--- src/rtl/scsp_timer_irq.sv ---
// scsp_timer_irq
// Timer and interrupt controller for the SCSP common-control register block
// (offsets 0x18-0x2E). It holds the three sample-rate timers A/B/C, the
// sound-CPU (68K) pending/enable/level registers and the main-CPU pending/
// enable registers.
//
// Ports:
//   CLK        system clock
//   RST        asynchronous active-high reset
//   CE         clock enable; nothing advances while CE=0
//   SAMPLE_CE  one-CE-cycle pulse per output sample
//   REG_A      word address within the block (0-11)
//   REG_DI     write data
//   REG_WE     write strobe
//   REG_DO     combinational read data for REG_A
//   IRQ_SRC    external event pulses (bits 0-4 and 9 used)
//   SCU_IPL    registered 68K interrupt priority level
//   MAIN_INT   registered main-CPU interrupt request
module scsp_timer_irq (
    input  logic        CLK,
    input  logic        RST,
    input  logic        CE,
    input  logic        SAMPLE_CE,
    input  logic [4:0]  REG_A,
    input  logic [15:0] REG_DI,
    input  logic        REG_WE,
    output logic [15:0] REG_DO,
    input  logic [10:0] IRQ_SRC,
    output logic [2:0]  SCU_IPL,
    output logic        MAIN_INT
);

    logic [2:0]  tctl [3];
    logic [7:0]  tcnt [3];
    logic [6:0]  tps  [3];
    logic [2:0]  tim_wr;
    logic [2:0]  tim_hit;
    logic [2:0]  tim_ev;

    logic [10:0] scieb;
    logic [10:0] scipd;
    logic [7:0]  scilv0;
    logic [7:0]  scilv1;
    logic [7:0]  scilv2;
    logic [10:0] mcieb;
    logic [10:0] mcipd;

    logic [10:0] ev;
    logic [10:0] sc_clr;
    logic [10:0] mc_clr;
    logic [10:0] sc_sw;
    logic [10:0] mc_sw;
    logic [10:0] sc_active;
    logic [2:0]  ipl_next;
    logic [2:0]  lvl;
    logic [2:0]  k;

    // Timer step decode. The prescaler terminal value is 2^CTL-1; with
    // CTL=7 the 7-bit shift wraps to 0 and the subtraction yields 127, which
    // is exactly the required terminal count. A register write to a timer in
    // the same cycle as SAMPLE_CE suppresses both the step and its event.
    always_comb begin
        tim_wr  = '0;
        tim_hit = '0;
        tim_ev  = '0;
        for (int i = 0; i < 3; i++) begin
            tim_wr[i]  = REG_WE && (REG_A == 5'(i));
            tim_hit[i] = (tps[i] == ((7'd1 << tctl[i]) - 7'd1));
            tim_ev[i]  = SAMPLE_CE && !tim_wr[i] && tim_hit[i] && (tcnt[i] == 8'hFF);
        end
    end

    // Event vector and the write-side set/clear masks for both pending
    // registers. Bit 5 has no hardware source; it is set only by software.
    always_comb begin
        ev     = {SAMPLE_CE, IRQ_SRC[9], tim_ev, 1'b0, IRQ_SRC[4:0]};
        sc_clr = (REG_WE && REG_A == 5'd5)  ? REG_DI[10:0] : 11'd0;
        mc_clr = (REG_WE && REG_A == 5'd11) ? REG_DI[10:0] : 11'd0;
        sc_sw  = (REG_WE && REG_A == 5'd4  && REG_DI[5]) ? 11'h020 : 11'd0;
        mc_sw  = (REG_WE && REG_A == 5'd10 && REG_DI[5]) ? 11'h020 : 11'd0;
    end

    // 68K level: each active bit n looks up a 3-bit level from column
    // min(n,7) of the three SCILV registers; the highest level wins.
    always_comb begin
        ipl_next  = 3'd0;
        lvl       = 3'd0;
        k         = 3'd0;
        sc_active = scipd & scieb;
        for (int n = 0; n < 11; n++) begin
            if (sc_active[n]) begin
                k   = (n > 7) ? 3'd7 : 3'(n);
                lvl = {scilv2[k], scilv1[k], scilv0[k]};
                if (lvl > ipl_next) begin
                    ipl_next = lvl;
                end
            end
        end
    end

    // Timer state. Writes reload control and count and restart the
    // prescaler; otherwise each sample strobe advances the prescaler and
    // steps the counter when the prescaler reaches its terminal value.
    always_ff @(posedge CLK or posedge RST) begin
        if (RST) begin
            for (int i = 0; i < 3; i++) begin
                tctl[i] <= 3'd0;
                tcnt[i] <= 8'd0;
                tps[i]  <= 7'd0;
            end
        end else if (CE) begin
            for (int i = 0; i < 3; i++) begin
                if (tim_wr[i]) begin
                    tctl[i] <= REG_DI[10:8];
                    tcnt[i] <= REG_DI[7:0];
                    tps[i]  <= 7'd0;
                end else if (SAMPLE_CE) begin
                    if (tim_hit[i]) begin
                        tps[i]  <= 7'd0;
                        tcnt[i] <= tcnt[i] + 8'd1;
                    end else begin
                        tps[i]  <= tps[i] + 7'd1;
                    end
                end
            end
        end
    end

    // Control registers, pending registers and registered outputs. Set is
    // applied after clear so a same-cycle event beats a software clear.
    always_ff @(posedge CLK or posedge RST) begin
        if (RST) begin
            scieb    <= 11'd0;
            scipd    <= 11'd0;
            scilv0   <= 8'd0;
            scilv1   <= 8'd0;
            scilv2   <= 8'd0;
            mcieb    <= 11'd0;
            mcipd    <= 11'd0;
            SCU_IPL  <= 3'd0;
            MAIN_INT <= 1'b0;
        end else if (CE) begin
            if (REG_WE) begin
                case (REG_A)
                    5'd3:    scieb  <= REG_DI[10:0];
                    5'd6:    scilv0 <= REG_DI[7:0];
                    5'd7:    scilv1 <= REG_DI[7:0];
                    5'd8:    scilv2 <= REG_DI[7:0];
                    5'd9:    mcieb  <= REG_DI[10:0];
                    default: ;
                endcase
            end
            scipd    <= (scipd & ~sc_clr) | ev | sc_sw;
            mcipd    <= (mcipd & ~mc_clr) | ev | mc_sw;
            SCU_IPL  <= ipl_next;
            MAIN_INT <= |(mcipd & mcieb);
        end
    end

    // Read mux; reset registers and unused addresses read as zero.
    always_comb begin
        REG_DO = 16'd0;
        case (REG_A)
            5'd0:    REG_DO = {5'd0, tctl[0], tcnt[0]};
            5'd1:    REG_DO = {5'd0, tctl[1], tcnt[1]};
            5'd2:    REG_DO = {5'd0, tctl[2], tcnt[2]};
            5'd3:    REG_DO = {5'd0, scieb};
            5'd4:    REG_DO = {5'd0, scipd};
            5'd6:    REG_DO = {8'd0, scilv0};
            5'd7:    REG_DO = {8'd0, scilv1};
            5'd8:    REG_DO = {8'd0, scilv2};
            5'd9:    REG_DO = {5'd0, mcieb};
            5'd10:   REG_DO = {5'd0, mcipd};
            default: REG_DO = 16'd0;
        endcase
    end

endmodule
--- config.mk ---
export PLATFORM = sky130hd
export DESIGN_NAME = scsp_timer_irq
export DESIGN_NICKNAME = d
export VERILOG_FILES = /design/src/rtl/scsp_timer_irq.sv
export SDC_FILE = /design/constraint.sdc
export NUM_CORES = 1
export LEC_CHECK = 0
export ABC_AREA = 1
export BUFFER_PORTS_ARGS = -buffer_cell sky130_fd_sc_hd__buf_4
export CAP_MARGIN = 20
export CORE_ASPECT_RATIO = 1.4
export CORE_UTILIZATION = 45
export CTS_CLUSTER_SIZE = 25
export DETAILED_ROUTE_END_ITERATION = 10
export PLACE_DENSITY_LB_ADDON = 0.12
export RECOVER_POWER = 100
export SLEW_MARGIN = 10
export SYNTH_ARGS = -nofsm -noshare
export SYNTH_HDL_FRONTEND = slang
export SYNTH_SLANG_ARGS = --single-unit
--- constraint.sdc ---
create_clock -name CLK -period 18.3 [get_ports CLK]
set_clock_uncertainty 0.2 [all_clocks]
set_input_delay 0.915 -clock CLK [delete_from_list [all_inputs] [get_ports CLK]]
set_output_delay 0.915 -clock CLK [all_outputs]
set_load 0.02 [all_outputs]
==> impl_metrics.ini, run 1 <==
[run_status]
outcome = finished, violations left
violations = max-capacitance violations, max-slew violations

[sta]
final-max-slew-violation-count = 150
period_share_pct = 62.8
fmax_ghz = 0.0870
fin_tns_setup_ns = 0
finalSetupViolCount = 0
rsz0062_at_grt = no
tightest_slew_ns = 3.96
hold_viol_final = 0
min_period_ns = 11.49
relSlewSlack_pct = -164

[synthesis]
ys_ff_latch = 126
synth_largest_area_cell = dfrtp_1
synth_top_family_by_area = simple AND/OR/NAND/NOR gates
synth-simple-area-share_pct = 24.7
avgSynthCellArea_um2 = 7.80
synth_area_leaders = dfrtp_1 38%, nand2_1 11%, o21ai_0 7.2%
yosysWarnings = 0
synth-compound-area-share_pct = 17.8
synth_mux_area_share_pct = 0
ys_seq_area_share_pct = 38.2
netlist_instances = 1059
synth-xor-area-share_pct = 4.86
synthesis.area_um2 = 8260
synth_top_area_share_pct = 38.2
synth_cell_types = 53
synth-adder-area-share_pct = 5.91

[critical_path]
r2r_slack_ns = 6.81
cp-end-kind = flop
worst-path-max-fanout = 6
rr_worst_depth = 87
crit_type = flop to flop
max_stage_delay_ns = 0.42
crit_top_cell = nand2_1
path_delay_family = simple AND/OR/NAND/NOR gates
path_buf_inv = 13
crit_required_ns = 18.42
r2r_end = SCU_IPL[0]
startpoint_type = flop
critical_path_arrival_ns = 11.62
cp_slowest_cell = dfrtp_1
r2r_start = scipd[0]

[route]
via_count = 7427
vias_per_cell = 5.49
drtAntennaViolNets = 0
drc = 0
first_iter_violations = 448
routed_wl_mm = 23.6
dr.pass1.iters = 5
wl_per_cell_um = 17.5

[floorplanning]
core_area_um2 = 18000
io_pins = 57
die_area_um2 = 18900
initial_utilization_pct = 45.9
fp.dieH_um = 162
die_w_um = 117
rows = 58

[final_layout]
n_antenna_cell = 0
fin_cells = 1352
drive_above_1_share_pct = 9.44
final_nets = 1175
regArea_um2 = 3150
fillers = 1945
multi_input_area_um2 = 4280
area_delta_synth_final_pct = 10.6

[cts]
htree_num_levels = 4
clk_latency_ns = 0.42
clkTransAtPathRegs_ns = 0.06
cts_buffers = 17
cts.path.max_buffers = 2
postCtsSetupBuffers = 0
cts_tree = done
cts_sinks = 126
clockRootBuffer = clkbuf_16
cts_resized = 0
hold_buffers = 0

[global_route]
grt_max_degree = 72
grt_usage_pct = 26.6
antenna_found_initial = 0
grt_pass1_wl_mm = 37.7
grt_pass1_vias = 7312
grt_overflow_total = 0

[placement]
place_inst = 1320
gp_congestion = 0.910
port_buffers = 41
hpwl_mm = 17.8

[worst_hold_path]
hold_end = SCU_IPL[2]
hp-class = flop to flop
holdPathStages = 2
hold_start = SCU_IPL[2]

[power_and_ir_drop]
ir_drop_mv = 0.0631
p_leak_uw = 0.00429
cellPowerDensity_nw_per_um2 = 117
power.total_uw = 1070

[flow_run]
drv_cap = 4
## layer usage
| metal | vias up | share of wire, % | GRT usage, % |
|---|---|---|---|
| li1 | 3624 | - | - |
| met3 | 51 | 4.3 | 3.28 |
| met5 | - | 0 | 0 |
| met1 | 3569 | 43 | 33.5 |
| met4 | 0 | 2.8 | 9.50 |
| met2 | 183 | 50 | 46.2 |
## final cells by class
type	instances	share of cell area [%]
Tap cell	240	3.29
Clock buffer	18	4.80
Inverter	146	6.04
Sequential cell	126	34.5
Clock inverter	14	1.71
Multi-Input combinational cell	765	46.8
Timing Repair Buffer	43	2.83
## where the power goes
part / leakage [µW] / switching (µW) / internal [µW]
Clock: 0.000280 / 140 / 206
Sequential: 0.00149 / 57.3 / 336
Combinational: 0.00252 / 203 / 131
Total: 0.00429 / 400 / 673
## tightest hold or removal path, stage by stage (launching register included)
cell and delay, ns:
dfrtp_1 0.35, nand2_1 0.05, nand2_1 0.06
## cells in the mapped netlist, drive strengths merged
master   instances
nand3           70
xnor2           10
inv            146
o211ai          16
nand4           10
nand3b           1
buf             13
clkbuf          13
conb             1
o31ai            2
a211oi           6
nor2            74
and2             2
ha              39
and3             1
nor3b            1
a31oi            5
nor4             6
dfrtp          126
xor2            35
or3              1
nand2          259
a21oi           16
a221oi          19
or2              4
a22o             2
nor3            12
o21a             2
o21ai          136
o22ai           18
o221ai           2
o2111ai          8
a22oi            3
## layout by cell type, fill, tap and decap left out, drive strengths merged, types with 16 or more instances in the layout
master	synthesis	routed
dfrtp	126	126
nand2	259	259
o22ai	18	18
o21ai	136	136
a21oi	16	16
ha	39	39
nor2	74	74
buf	13	25
o211ai	16	16
xor2	35	35
clkbuf	13	36
nand3	70	70
inv	146	147
a221oi	19	19
## sequential cells by signal, summed over array words and instances, names as in the netlist
name	cells
MAIN_INT	1
SCU_IPL	3
mcieb	11
mcipd	11
scieb	11
scilv0	8
scilv1	8
scilv2	8
scipd	11
tcnt	24
tctl	9
tps	21
## through the flow
stage	setup WS [ns]	hold slack, ns	cell area, µm²	util (%)
floorplan	8.35	0.253	8280	-
global placement	7.12	0.267	8760	48.7
detailed placement	7.02	0.274	8760	48.7
CTS	6.99	0.292	9350	52.0
global route	5.23	0.312	9140	50.8
finish	6.81	0.286	9140	50.8
## kinds of logic (layout without fill, tap and decap cells)
family                     Yosys count  count (layout)
and+or+nand+nor                    441             441
AOI/OAI and AO/OA                  235             235
buffers and inverters              172             221
DFF                                126             126
xor gates and xnor gates            45              45
adders and majority gates           39              39
other                                1               5
## worst max-delay path by stage
stage	end	cells after the start	from	slack, ns
2_1_floorplan	SCU_IPL[0]	86	scipd[0]	8.35
3_3_place_gp	SCU_IPL[0]	87	scipd[0]	7.12
3_5_place_dp	SCU_IPL[0]	87	scipd[0]	7.02
4_1_cts	SCU_IPL[0]	87	scipd[0]	6.99
5_1_grt	SCU_IPL[0]	88	scieb[0]	5.23
6_report	SCU_IPL[0]	87	scipd[0]	6.81
Power figures use the tool's default switching activity.
==> run 2, diff against run 1 <==
--- a/config.mk
+++ b/config.mk
@@ -5,7 +5,7 @@
 export SDC_FILE = /design/constraint.sdc
 export NUM_CORES = 1
 export LEC_CHECK = 0
-export ABC_AREA = 1
+export ABC_AREA = 0
 export BUFFER_PORTS_ARGS = -buffer_cell sky130_fd_sc_hd__buf_4
 export CAP_MARGIN = 20
 export CORE_ASPECT_RATIO = 1.4
==> constraint.sdc (replaced) <==
create_clock -name CLK -period 9.9 [get_ports CLK]
set_clock_uncertainty 0.2 [all_clocks]
set_input_delay 0.495 -clock CLK [delete_from_list [all_inputs] [get_ports CLK]]
set_output_delay 0.495 -clock CLK [all_outputs]
set_load 0.02 [all_outputs]
==> run 2 against run 1 <==
  * The flow finishes with violations (max-capacitance violations, max-slew violations, negative setup slack)
  * Synthesized cell count down 13%
  * Global-route usage up 0.60 points
  * Final cell count down 5.9%
  * Via count up 5.2%
  * Maximum frequency down 0.16%
  * Non-clock buffer count up 87
  * Design area up 15%
  * Count of clock-buffer cells in the layout up 7
  * Core utilization up 5.6 points
  * Worst hold slack worse by 0.16 ns
  * Area after synthesis up 4.5%
  * Combinational power up 110%
  * Largest power group is now combinational logic
==> impl_metrics.ini, run 2 <==
[synthesis]
yosysWarnings = 0
synth_most_common_cell = dfrtp_1
synth_cell_types = 80
synthesis.area_um2 = 8630
synth_area_leaders = dfrtp_1 37%, mux2_2 7.7%, ha_1 5.7%
postSynth.asyncResetShare_pct = 100
ys_seq_area_share_pct = 36.5
ys_ff_latch = 126
netlist_instances = 926
synthFlopType = dfrtp_1
yosys-top-cells-count = 126 x dfrtp_1, 101 x nand2_1, 59 x mux2_2
synth-edff-count = 0
synth_largest_area_cell = dfrtp_1
avgSynthCellArea_um2 = 9.32
synth_top_area_share_pct = 36.5

[critical_path]
crit_required_ns = 10.00
r2r_start = scipd[0]
cp-end-kind = flop
cp_slowest_cell = dfrtp_1
startpoint = scipd[0]
startpoint_type = flop
worst-path-max-fanout = 5
critical_path_arrival_ns = 11.61
crit_top_cell = buf_4
max_stage_delay_ns = 0.41
crit_type = flop to flop

[power_and_ir_drop]
switchingPower_uw = 692
swShare_pct = 33.1
seq_power_share_pct = 33.5
power.total_uw = 2090
p_comb_share_pct = 34.3
intPower_uw = 1400
clkPwrFrac_pct = 32.2
cellPowerDensity_nw_per_um2 = 198
p_leak_uw = 0.00451
ir_drop_mv = 0.0944

[sta]
tightest_slew_ns = 3.45
hold_viol_final = 0
final-max-slew-violation-count = 180
min_period_ns = 11.51
finalSetupViolCount = 3
relSlewSlack_pct = -130
period_share_pct = 116
worst_slack_ns = -1.61
fmax_ghz = 0.0869
rsz0062_at_grt = yes

[final_layout]
final_nets = 1092
drive_above_1_share_pct = 26.3
design_area_um2 = 10500
layout_commonest_cell = dfrtp_1
top_regs = tcnt x24, tps x21
mostFrequentLayoutCells = 126 x dfrtp_1, 106 x buf_4, 101 x nand2_1
regMostFlops = tcnt
area_delta_synth_final_pct = 21.9
fin_cells = 1272
n_antenna_cell = 0
largest_reg_flops = 24
final_util_pct = 56.3

[worst_hold_path]
hold_start = IRQ_SRC[9]
hp-class = primary input to flop

[global_route]
grt_overflow_total = 0
grt_pass1_wl_mm = 41.8
antenna_found_initial = 0
grt_usage_pct = 27.2
grt_max_degree = 65
grt_pass1_vias = 7560

[route]
first_iter_violations = 622
wl_per_cell_um = 20.8
drc = 0
routed_wl_mm = 26.5
via_count = 7810
vias_per_cell = 6.14
dr.pass1.iters = 5
drtAntennaViolNets = 0

[floorplanning]
core_area_um2 = 18700
io_pins = 57
die_area_um2 = 19800
fp.dieH_um = 166
initial_utilization_pct = 46.2
die_w_um = 119
rows = 59

[placement]
place_inst = 1217
gp_congestion = 0.880
placed_area_um2 = 9600
port_buffers = 41
hpwl_mm = 18.7
dpl_worst_slack_ns = -1.55

[cts]
clk_latency_ns = 0.42
cts_buffers = 17
cts_tree = done
cts.path.max_buffers = 2
clockRootBuffer = clkbuf_16
cts_sinks = 126
htree_num_levels = 4
clkTransAtPathRegs_ns = 0.05

[flow_run]
drv_cap = 6

[run_status]
violations = max-capacitance violations, max-slew violations, negative setup slack
outcome = finished, violations left
run 2: cell types whose count changed in the layout (fill, tap and decap cells not counted), sizes merged, moves of 43 or more:
cell | before | now
buf | 25 | 108
inv | 147 | 25
mux2 | 0 | 59
nand2 | 259 | 101
nand3 | 70 | 27
o21ai | 136 | 29
run 2: area by class of cell:
type	instances	area [µm²]
fill	1671	8150
multi-input combinational	715	5430
sequential	126	3150
timing repair buffer	130	911
clock buffer	25	495
tap	244	305
clock inverter	6	130
inverter	26	98.8
run 2: critical path, delay by kind of cell, from the launching register on:
family	cells	cell delay [ns]
compound gates	29	4.87
flops	1	0.41
mux	3	0.52
simple gates	11	1.59
fa+ha+maj	9	2.44
buf+inv	12	1.38
run 2: path summary, 6_finish.rpt:
path | cells after the start | endpoint | slack [ns]
worst max-delay path | 64 | SCU_IPL[2] | -1.61
worst min-delay path | 2 | scipd[9] | 0.12
worst max register to register | 64 | SCU_IPL[2] | -1.61
worst min register to register | 1 | scipd[7] | 0.30
max in group asynchronous | 4 | tps[16] | 4.01
min in group asynchronous | 3 | SCU_IPL[2] | 1.28
run 2: logic make-up after synthesis:
kind of cell	synth area share, %
and+or+nand+nor	20.6
xor gates and xnor gates	1.72
DFF	36.5
muxes	8.74
other	0.0434
adders and majority gates	5.65
buffers and inverters	4.49
AOI/OAI and AO/OA	22.2
run 2: power groups by stage:
| stage | clock [µW] | combinational (µW) | sequential [µW] |
|---|---|---|---|
| after floorplan | 0 | 448 | 659 |
| final | 673 | 717 | 699 |
| after global placement | 0 | 595 | 703 |
| after CTS | 684 | 659 | 695 |
| after global routing | 706 | 786 | 710 |
| after detailed placement | 0 | 605 | 703 |
run 2: layer usage:
| layer | GRT usage [%] | vias up | share of wire (%) |
|---|---|---|---|
| met1 | 34.6 | 3885 | 43 |
| li1 | - | 3680 | - |
| met2 | 46.4 | 198 | 51 |
| met5 | 0 | - | 0 |
| met3 | 3.85 | 47 | 3.6 |
| met4 | 10.2 | 0 | 2.7 |
run 2: through the flow:
stage               hold slack (ns)  setup TNS [ns]
detailed placement            0.294           -4.62
CTS                           0.107           -4.14
finish                        0.122           -4.81
global placement              0.282           -3.89
global route                  0.110           -6.44
floorplan                     0.257           -3.66
run 2: repair_timing:
item / in CTS / in global routing
hold buffers: 1 / 0
endpoints found under the hold margin: 63 / 0
gates resized for setup: 20 / 33
setup buffers: 20 / 4
endpoints found under the setup margin: 3 / 3
pin swaps: 21 / 46
==> run 3, diff against run 2 <==
--- a/config.mk
+++ b/config.mk
@@ -14,6 +14,7 @@
 export DETAILED_ROUTE_END_ITERATION = 10
 export PLACE_DENSITY_LB_ADDON = 0.12
 export RECOVER_POWER = 100
+export SKIP_CTS_REPAIR_TIMING = 1
 export SLEW_MARGIN = 10
 export SYNTH_ARGS = -nofsm -noshare
 export SYNTH_HDL_FRONTEND = slang
==> run 3 against run 2 <==
  * Clock power about the same
  * The flow still finishes with violations (max-capacitance violations, max-slew violations, negative setup slack)
  * Critical path type unchanged
  * Critical path depth down 3
  * Core utilization down 0.88 points
  * Register-to-register slack worse by 0.17 ns
  * Count of clock-buffer cells in the layout unchanged
==> impl_metrics.ini, run 3 (same netlist as run 2, synthesis figures left out) <==
[sta]
final-max-slew-violation-count = 180
period_share_pct = 118
relSlewSlack_pct = -131
fin_tns_setup_ns = -5.34
tightest_slew_ns = 3.47
holdWs_ns = 0.117
finalSetupViolCount = 3
rsz0062_at_grt = yes
hold_viol_final = 0
min_period_ns = 11.69
fmax_ghz = 0.0856
worst_slack_ns = -1.79

[power_and_ir_drop]
p_leak_uw = 0.00443
ir_drop_mv = 0.0892
cellPowerDensity_nw_per_um2 = 198

[final_layout]
layout_commonest_cell = dfrtp_1
area_delta_synth_final_pct = 20.0
final_util_pct = 55.5
regMostFlops = tcnt
fillers = 1686
fin_cells = 1257
mostFrequentLayoutCells = 126 x dfrtp_1, 101 x nand2_1, 92 x buf_4
largest_reg_flops = 24
n_antenna_cell = 0
final_nets = 1077
top_regs = tcnt x24, tps x21
drive_above_1_share_pct = 24.5

[route]
wl_per_cell_um = 20.9
drc = 0
via_count = 7731
routed_wl_mm = 26.3
first_iter_violations = 652
drtAntennaViolNets = 0
dr.pass1.iters = 5
vias_per_cell = 6.15

[cts]
cts.path.max_buffers = 2
cts_sinks = 126
htree_num_levels = 4
cts_tree = done
clk_latency_ns = 0.43
clkTransAtPathRegs_ns = 0.06
cts_buffers = 17
clockRootBuffer = clkbuf_16

[critical_path]
worst-path-max-fanout = 5
r2r_slack_ns = -1.79
max_stage_delay_ns = 0.41
crit_required_ns = 10.00
crit_top_cell = ha_1
cp-end-kind = flop
cp_slowest_cell = dfrtp_1
crit_type = flop to flop
startpoint_type = flop
critical_path_arrival_ns = 11.79

[flow_run]
drv_cap = 6

[floorplanning]
initial_utilization_pct = 46.2
die_area_um2 = 19800
fp.dieH_um = 166
die_w_um = 119
core_area_um2 = 18700
rows = 59
io_pins = 57

[placement]
port_buffers = 41
place_inst = 1217
dpl_worst_slack_ns = -1.55
gp_congestion = 0.880
hpwl_mm = 18.7

[global_route]
grt_max_degree = 65
antenna_found_initial = 0
grt_usage_pct = 26.8
grt_overflow_total = 0
grt_pass1_vias = 7453
grt_pass1_wl_mm = 41.2

[worst_hold_path]
hp-class = primary input to flop

[run_status]
outcome = finished, violations left
violations = max-capacitance violations, max-slew violations, negative setup slack
-- run 3: final cells by class --
cell class / count / area (µm²) / share of cell area (%)
multi-input combinational: 715 / 5380 / 52.0
sequential: 126 / 3150 / 30.4
timing repair buffer: 115 / 795 / 7.67
clock buffer: 25 / 495 / 4.78
tap: 244 / 305 / 2.95
clock inverter: 6 / 130 / 1.26
inverter: 26 / 98.8 / 0.954
-- run 3: worst paths after layout --
| check | start | endpoint | cells past startpoint |
|---|---|---|---|
| min | IRQ_SRC[9] | scipd[9] | 2 |
| min in group asynchronous | RST | SCU_IPL[2] | 3 |
| max reg2reg | scipd[0] | SCU_IPL[0] | 61 |
| max | scipd[0] | SCU_IPL[0] | 61 |
| max in group asynchronous | RST | tps[16] | 4 |
| min reg2reg | scipd[8] | scipd[8] | 2 |
-- run 3: through the flow --
stage	total power [µW]	cell area, µm²
final	2060	10400
after global routing	2170	10400
after CTS	1990	10200
after detailed placement	1310	9600
after global placement	1300	9600
after floorplan	1110	8780
-- run 3: where the power goes --
group / internal, µW / leakage [µW] / switching (µW)
logic: 333 / 0.00257 / 348
registers: 588 / 0.00156 / 110
clock network: 446 / 0.000307 / 230
total: 1370 / 0.00443 / 688
-- run 3: worst max-delay path, delay by kind of cell, from the launching register on --
family / cells / cell delay [ns]
muxes: 4 / 0.79
buffers and inverters: 5 / 0.69
AOI/OAI and AO/OA: 31 / 5.14
DFF: 1 / 0.41
and+or+nand+nor: 11 / 1.69
adders and majority gates: 10 / 2.64
-- run 3: per-layer routing --
metal	track usage (%)	up-vias	part of all wire (%)	wire length [µm]
li1	-	3651	-	-
met1	34.3	3827	43	11300
met2	45.3	206	50	13300
met3	3.74	47	3.7	966
met4	10.5	0	3.0	791
met5	0	-	0	0
